[src/rtl/button_event_if.sv]
// Button event bundle: debounced level in, registered event pulses out.
// Carries repeat_pulse only when BUTTON_AUTO_REPEAT_EN is defined.
interface button_event_if;
  logic filter_signal;
  logic press_pulse;
  logic release_pulse;
  logic click_pulse;
  logic double_pulse;
  logic long_pulse;
  logic held_level;
`ifdef BUTTON_AUTO_REPEAT_EN
  logic repeat_pulse;
`endif

  modport master (
    input  filter_signal,
    output press_pulse,
    output release_pulse,
    output click_pulse,
    output double_pulse,
    output long_pulse,
    output held_level
`ifdef BUTTON_AUTO_REPEAT_EN
    , output repeat_pulse
`endif
  );

  modport slave (
    output filter_signal,
    input  press_pulse,
    input  release_pulse,
    input  click_pulse,
    input  double_pulse,
    input  long_pulse,
    input  held_level
`ifdef BUTTON_AUTO_REPEAT_EN
    , input  repeat_pulse
`endif
  );
endinterface

[src/rtl/button_event_decoder.sv]
// Turns a debounced button level into press/release/click/double/long pulses.
// Optional auto-repeat while long-held: define BUTTON_AUTO_REPEAT_EN.
module button_event_decoder #(
  parameter logic [23:0] LONG_COUNT    = 24'd12_500_000,
  parameter logic [23:0] DOUBLE_GAP    = 24'd5_000_000,
  parameter logic [23:0] REPEAT_PERIOD = 24'd2_500_000,
  parameter int          CNT_W         = 24
) (
  input  logic          clock_source,
  input  logic          reset,
  button_event_if.master btn
);

  typedef enum logic [2:0] {
    IDLE   = 3'd0,
    PRESS1 = 3'd1,
    WAIT2  = 3'd2,
    PRESS2 = 3'd3,
    LONG   = 3'd4
  } state_t;

  // The counter holds (samples in state - 1): the entry sample is already
  // counted when the counter clears on the state change.
  localparam logic [CNT_W-1:0] LONG_TERM = CNT_W'(LONG_COUNT - 24'd1);
  localparam logic [CNT_W-1:0] GAP_TERM  = CNT_W'(DOUBLE_GAP - 24'd1);

  function automatic logic [CNT_W-1:0] sat_inc(input logic [CNT_W-1:0] v);
    return (v == {CNT_W{1'b1}}) ? v : v + 1'b1;
  endfunction

  state_t           state_q, state_d;
  logic [CNT_W-1:0] cnt_q, cnt_d, cnt_inc;
  logic             level_q, held_q;
  logic             rise, fall;
  logic             press_q, release_q, click_q, double_q, long_q;
  logic             press_d, release_d, click_d, double_d, long_d;

  assign rise    = btn.filter_signal & ~level_q;
  assign fall    = ~btn.filter_signal & level_q;
  assign cnt_inc = sat_inc(cnt_q);

`ifdef BUTTON_AUTO_REPEAT_EN
  localparam logic [CNT_W-1:0] REP_TERM = CNT_W'(REPEAT_PERIOD - 24'd1);

  logic [CNT_W-1:0] rep_q, rep_d;
  logic             repeat_q, repeat_d;

  // Wrapping phase counter, independent of the saturating hold counter.
  always_comb begin
    rep_d    = '0;
    repeat_d = 1'b0;
    if (state_q == LONG && !fall) begin
      if (rep_q == REP_TERM) begin
        repeat_d = 1'b1;
      end else begin
        rep_d = rep_q + 1'b1;
      end
    end
  end

  always_ff @(posedge clock_source) begin
    if (reset) begin
      rep_q    <= '0;
      repeat_q <= 1'b0;
    end else begin
      rep_q    <= rep_d;
      repeat_q <= repeat_d;
    end
  end

  assign btn.repeat_pulse = repeat_q;
`endif

  always_comb begin
    state_d   = state_q;
    cnt_d     = cnt_inc;
    press_d   = 1'b0;
    release_d = 1'b0;
    click_d   = 1'b0;
    double_d  = 1'b0;
    long_d    = 1'b0;
    case (state_q)
      IDLE: begin
        if (rise) begin
          press_d = 1'b1;
          state_d = PRESS1;
        end
      end
      PRESS1: begin
        if (fall) begin
          release_d = 1'b1;
          state_d   = WAIT2;
        end else if (cnt_inc == LONG_TERM) begin
          long_d  = 1'b1;
          state_d = LONG;
        end
      end
      WAIT2: begin
        if (rise) begin
          press_d = 1'b1;
          state_d = PRESS2;
        end else if (cnt_inc == GAP_TERM) begin
          click_d = 1'b1;
          state_d = IDLE;
        end
      end
      PRESS2: begin
        if (fall) begin
          release_d = 1'b1;
          double_d  = 1'b1;
          state_d   = IDLE;
        end else if (cnt_inc == LONG_TERM) begin
          long_d  = 1'b1;
          state_d = LONG;
        end
      end
      LONG: begin
        if (fall) begin
          release_d = 1'b1;
          state_d   = IDLE;
        end
      end
      default: state_d = IDLE;
    endcase
    if (state_d != state_q) begin
      cnt_d = '0;
    end
  end

  // level_q resets high so a button held through reset never looks like a press.
  always_ff @(posedge clock_source) begin
    if (reset) begin
      state_q   <= IDLE;
      cnt_q     <= '0;
      level_q   <= 1'b1;
      held_q    <= 1'b0;
      press_q   <= 1'b0;
      release_q <= 1'b0;
      click_q   <= 1'b0;
      double_q  <= 1'b0;
      long_q    <= 1'b0;
    end else begin
      state_q   <= state_d;
      cnt_q     <= cnt_d;
      level_q   <= btn.filter_signal;
      held_q    <= btn.filter_signal;
      press_q   <= press_d;
      release_q <= release_d;
      click_q   <= click_d;
      double_q  <= double_d;
      long_q    <= long_d;
    end
  end

  assign btn.press_pulse   = press_q;
  assign btn.release_pulse = release_q;
  assign btn.click_pulse   = click_q;
  assign btn.double_pulse  = double_q;
  assign btn.long_pulse    = long_q;
  assign btn.held_level    = held_q;

endmodule

[src/flat_wrapper.sv]
// flat-port wrapper written by rule: the top's interface ports become plain ports
module button_event_decoder_flat 
#(
  parameter logic [23:0] LONG_COUNT    = 24'd12_500_000,
  parameter logic [23:0] DOUBLE_GAP    = 24'd5_000_000,
  parameter logic [23:0] REPEAT_PERIOD = 24'd2_500_000,
  parameter int          CNT_W         = 24
)
  (clock_source, reset, btn_filter_signal, btn_press_pulse, btn_release_pulse, btn_click_pulse, btn_double_pulse, btn_long_pulse, btn_held_level);
  button_event_if btn_i ();
  input  logic clock_source;
  input  logic reset;
  input wire logic [$bits(btn_i.filter_signal)-1:0] btn_filter_signal;
  output wire logic [$bits(btn_i.press_pulse)-1:0] btn_press_pulse;
  output wire logic [$bits(btn_i.release_pulse)-1:0] btn_release_pulse;
  output wire logic [$bits(btn_i.click_pulse)-1:0] btn_click_pulse;
  output wire logic [$bits(btn_i.double_pulse)-1:0] btn_double_pulse;
  output wire logic [$bits(btn_i.long_pulse)-1:0] btn_long_pulse;
  output wire logic [$bits(btn_i.held_level)-1:0] btn_held_level;
  assign btn_i.filter_signal = btn_filter_signal;
  assign btn_press_pulse = btn_i.press_pulse;
  assign btn_release_pulse = btn_i.release_pulse;
  assign btn_click_pulse = btn_i.click_pulse;
  assign btn_double_pulse = btn_i.double_pulse;
  assign btn_long_pulse = btn_i.long_pulse;
  assign btn_held_level = btn_i.held_level;
  button_event_decoder #(.LONG_COUNT(LONG_COUNT), .DOUBLE_GAP(DOUBLE_GAP), .REPEAT_PERIOD(REPEAT_PERIOD), .CNT_W(CNT_W)) u_core (.clock_source(clock_source), .reset(reset), .btn(btn_i));
endmodule
[config.mk]
export PLATFORM = sky130hd
export DESIGN_NAME = button_event_decoder_flat
export DESIGN_NICKNAME = d
export VERILOG_FILES = /design/src/rtl/button_event_if.sv /design/src/rtl/button_event_decoder.sv /design/src/flat_wrapper.sv
export SDC_FILE = /design/constraint.sdc
export NUM_CORES = 1
export LEC_CHECK = 0
export ABC_CLOCK_PERIOD_IN_PS = 5100
export CAP_MARGIN = 20
export CORE_MARGIN = 2
export CORE_UTILIZATION = 60
export DETAILED_ROUTE_END_ITERATION = 8
export HOLD_SLACK_MARGIN = 0.05
export PLACE_DENSITY = 0.79
export SYNTH_ARGS = -nofsm -noshare
export SYNTH_HDL_FRONTEND = slang
export SYNTH_SLANG_ARGS = --single-unit
export TNS_END_PERCENT = 5
[constraint.sdc]
create_clock -name clock_source -period 5.1 [get_ports clock_source]
set_clock_uncertainty 0.2 [all_clocks]
set_input_delay 1.02 -clock clock_source [delete_from_list [all_inputs] [get_ports clock_source]]
set_output_delay 1.02 -clock clock_source [all_outputs]
set_load 0.005 [all_outputs]
==> qor.json <==
{
  "status": "finished, final reports clean",
  "antenna_found_initial": 0,
  "dpl.hpwl_um": 3689,
  "floorplan.initialDensity_pct": 63.70,
  "place.port_buffers": 8,
  "power.density_nw_per_um2": 223.5,
  "cts_tree": "yes",
  "drt-initial-drc-count": 250,
  "synthDistinctLibCells": 52,
  "postSynthRegisterBits": 34,
  "worstSetupEndpointType": "flop",
  "chipHeight_um": 64.22,
  "numClockSinks": 34,
  "max-cap-violations": 0,
  "synthesis.yosys.warnings": 0,
  "timing.hold.worst.class": "flop to flop",
  "place_inst": 311,
  "timing_worst_slew_pin_value_ps": 906.2,
  "cts_made_buffers": 5,
  "multi_input_comb_area_um2": 1374,
  "drive_above_1_share_pct": 8.059,
  "drt_via_density": 6.574,
  "fp.coreArea_um2": 3416,
  "leakagePower_nw": 0.6948,
  "synth-edff-count": 0,
  "io_pins": 9,
  "root_buffer": "sky130_fd_sc_hd__clkbuf_4",
  "setup_viol_count_final": 0,
  "drc": 0,
  "synth_commonest_cells": "sky130_fd_sc_hd__dfxtp_1, sky130_fd_sc_hd__nor2_1, sky130_fd_sc_hd__nand2_1, sky130_fd_sc_hd__nor3_1, sky130_fd_sc_hd__a21oi_1",
  "antenna_cells": 0,
  "postCtsSetupRepairBufs": 0,
  "pin_count_of_the_biggest_net_entering_global_routing": 25,
  "clock_latency_ps": 330,
  "synth-async-reset-ratio_pct": 0,
  "post_cts_resized": 0,
  "drt-pass1-iter-count": 5,
  "wire_length_of_the_first_global_routing_pass_um": 8714,
  "floorplan.rows": 21,
  "worst_case_reg_to_reg_path_depth": 9,
  "first_global_vias": 1870,
  "wl_per_cell_um": 16.37,
  "drv_slew": 0,
  "reg2reg_setup_slack_ps": 790,
  "postPlaceCellArea_um2": 2226,
  "avgSynthCellArea_um2": 7.970,
  "path_max_fanout": 13,
  "globalRoute.totalOverflow": 0,
  "n_fill_cell": 303,
  "critPathArrivalTime_ps": 4300,
  "timing_hold_violations_final": 0,
  "synth_cells": 273,
  "die_area_um2": 4124,
  "finalNetCount": 276,
  "worst-setup-path-type": "flop to flop",
  "finalWeightedCongestion": 0.8993,
  "upper_clock_frequency_limit_mhz": 231.8,
  "synth.most_common_cell": "sky130_fd_sc_hd__dfxtp_1",
  "layout.area.seq_um2": 680.7,
  "buffer_depth_of_the_longest_clock_path": 2,
  "detailroute.via_count": 2097,
  "synthDominantAreaCellType": "sky130_fd_sc_hd__dfxtp_1",
  "layout_min_cycle_time_ps": 4315,
  "dieWidth_um": 64.22,
  "ant_nets": 0,
  "worst_setup_path_startpoint": "u_core.cnt_q[0]$_SDFF_PP0_",
  "worst_slew_margin_rel_pct": 39.03,
  "groute.usage.overall_pct": 26.78,
  "worstReg2RegEnd": "u_core.cnt_q[4]$_SDFF_PP0_",
  "critical_path.endpoint": "u_core.cnt_q[4]$_SDFF_PP0_",
  "setup_repair_after_global_routing_missed_its_margin": "no",
  "wirelength_um": 5221,
  "cts_hold_buffers": 0,
  "max-vdd-ir-drop_mv": 0.2049,
  "syn_area_um2": 2176,
  "layout.cells.non_filler": 319,
  "synth-main-ff-cell": "sky130_fd_sc_hd__dfxtp_1",
  "post_route_fraction_of_the_period_consumed_by_the_critical_path_pct": 84.60,
  "synth_top_cells_by_area": "sky130_fd_sc_hd__dfxtp_1, sky130_fd_sc_hd__nor2_1, sky130_fd_sc_hd__xnor2_1",
  "critPathRequiredTime_ps": 5080,
  "worst_flop_to_flop_path_startpoint": "u_core.cnt_q[0]$_SDFF_PP0_",
  "fin_setup_tns_ps": 0,
  "synth.net_count": 277,
  "stdcell_area_um2": 2301,
  "fraction_of_post_synthesis_cell_area_in_the_top_cell_type_by_area_pct": 31.28,
  "syn_to_final_growth_pct": 5.751,
  "post-layout-total-power_uw": 514.2,
  "cts_htree_levels": 2,
  "seq_area_frac_synth_pct": 31.28,
  "start_kind": "flop",
  "cts.reportedPaths.clkPinSlew_ps": 110
}
-- worst max-delay path: stages, from the launching register on --
cell	delay (ps)
sky130_fd_sc_hd__dfxtp_1	450
sky130_fd_sc_hd__ha_1	270
sky130_fd_sc_hd__nand4_1	350
sky130_fd_sc_hd__nor4_2	820
sky130_fd_sc_hd__nand2_1	480
sky130_fd_sc_hd__a211o_1	410
sky130_fd_sc_hd__a211oi_1	300
sky130_fd_sc_hd__nand4_1	150
sky130_fd_sc_hd__a22oi_2	570
sky130_fd_sc_hd__a2111oi_0	160
-- routing by layer --
layer | GRT usage (%) | vias to the layer above | part of all wire [%]
met4 | 12.23 | 0 | 2.0
met2 | 39.97 | 94 | 44
met3 | 6.338 | 13 | 6.4
met1 | 36.51 | 971 | 47
met5 | 0 | - | 0
li1 | - | 1019 | -
-- power breakdown --
part	switching, mW	internal (mW)	total (mW)
sequential	0.0104	0.273	0.283
clock	0.0914	0.104	0.195
combinational	0.0212	0.0146	0.0358
total	0.123	0.391	0.514
-- worst min-delay path by stage --
| stage | endpoint | startpoint | cells after the start | slack (ps) |
|---|---|---|---|---|
| final | u_core.btn.release_pulse$_SDFF_PP0_ | u_core.level_q$_SDFF_PP1_ | 2 | 310 |
| after global routing | u_core.btn.release_pulse$_SDFF_PP0_ | u_core.level_q$_SDFF_PP1_ | 2 | 370 |
| after CTS | u_core.btn.release_pulse$_SDFF_PP0_ | u_core.level_q$_SDFF_PP1_ | 2 | 300 |
| after detailed placement | u_core.btn.release_pulse$_SDFF_PP0_ | u_core.level_q$_SDFF_PP1_ | 2 | 290 |
| after global placement | u_core.btn.release_pulse$_SDFF_PP0_ | u_core.level_q$_SDFF_PP1_ | 2 | 290 |
| after floorplan | u_core.btn.release_pulse$_SDFF_PP0_ | u_core.level_q$_SDFF_PP1_ | 2 | 260 |
-- per-stage QoR --
step           utilization (%)  worst slack (ps)  hold slack [ps]
6_report                 67.36             785.3            309.4
5_1_grt                  67.36             493.4            370.0
4_1_cts                  67.36             895.0            304.0
3_5_place_dp             65.16             908.8            289.2
3_3_place_gp             65.16             969.5            288.8
2_1_floorplan                -              2033            255.6
-- registers in the layout (all words and copies together) (netlist names) --
signal                    flops
u_core.btn.held_level         1
u_core.state_q                3
u_core.btn.long_pulse         1
u_core.cnt_q                 24
u_core.btn.double_pulse       1
u_core.btn.release_pulse      1
u_core.btn.press_pulse        1
u_core.level_q                1
u_core.btn.click_pulse        1
-- area by class of cell --
cell class | instances | area share, %
well taps | 46 | 2.501
clock inverters | 1 | 1.305
flip-flops and latches | 34 | 29.58
multi-input cells | 215 | 59.71
repair buffers | 9 | 3.806
inverters | 7 | 1.142
clock buffers | 7 | 1.958
-- placed cells by master (no fill, tap or decap), types with 2 or more instances in the layout --
| master | n |
|---|---|
| sky130_fd_sc_hd__nand2_1 | 19 |
| sky130_fd_sc_hd__nor3_1 | 15 |
| sky130_fd_sc_hd__clkbuf_4 | 5 |
| sky130_fd_sc_hd__or4_1 | 4 |
| sky130_fd_sc_hd__inv_1 | 7 |
| sky130_fd_sc_hd__a211o_1 | 2 |
| sky130_fd_sc_hd__o21a_1 | 2 |
| sky130_fd_sc_hd__nand4_2 | 2 |
| sky130_fd_sc_hd__xnor2_1 | 11 |
| sky130_fd_sc_hd__or2_2 | 3 |
| sky130_fd_sc_hd__o21ai_0 | 11 |
| sky130_fd_sc_hd__nor2_1 | 31 |
| sky130_fd_sc_hd__nand4_1 | 11 |
| sky130_fd_sc_hd__o211ai_1 | 3 |
| sky130_fd_sc_hd__clkbuf_1 | 2 |
| sky130_fd_sc_hd__nor2b_1 | 5 |
| sky130_fd_sc_hd__nor4b_2 | 2 |
| sky130_fd_sc_hd__a31o_2 | 2 |
| sky130_fd_sc_hd__clkdlybuf4s50_1 | 8 |
| sky130_fd_sc_hd__nand3_1 | 11 |
| sky130_fd_sc_hd__a211oi_1 | 5 |
| sky130_fd_sc_hd__nor4_1 | 10 |
| sky130_fd_sc_hd__xor2_1 | 5 |
| sky130_fd_sc_hd__a2111oi_0 | 2 |
| sky130_fd_sc_hd__dfxtp_1 | 34 |
| sky130_fd_sc_hd__a31oi_1 | 5 |
| sky130_fd_sc_hd__and4_1 | 3 |
| sky130_fd_sc_hd__or3_1 | 2 |
| sky130_fd_sc_hd__nand2b_1 | 5 |
| sky130_fd_sc_hd__a21oi_1 | 13 |
| sky130_fd_sc_hd__and3_1 | 6 |
| sky130_fd_sc_hd__mux2i_1 | 6 |
-- cell families (layout without fill, tap and decap cells) --
kind of cell | after synthesis | count (layout) | synth area share (%)
multiplexers | 6 | 6 | 2.760
buffers and inverters | 24 | 24 | 5.578
XOR/XNOR | 16 | 16 | 6.440
AND/OR/NAND/NOR | 135 | 135 | 34.73
adder cells (fa/ha/maj) | 1 | 1 | 0.5750
flip-flops | 34 | 34 | 31.28
AO/OA/AOI/OAI | 57 | 57 | 18.63
No activity file was read; power rests on OpenSTA's default activity.
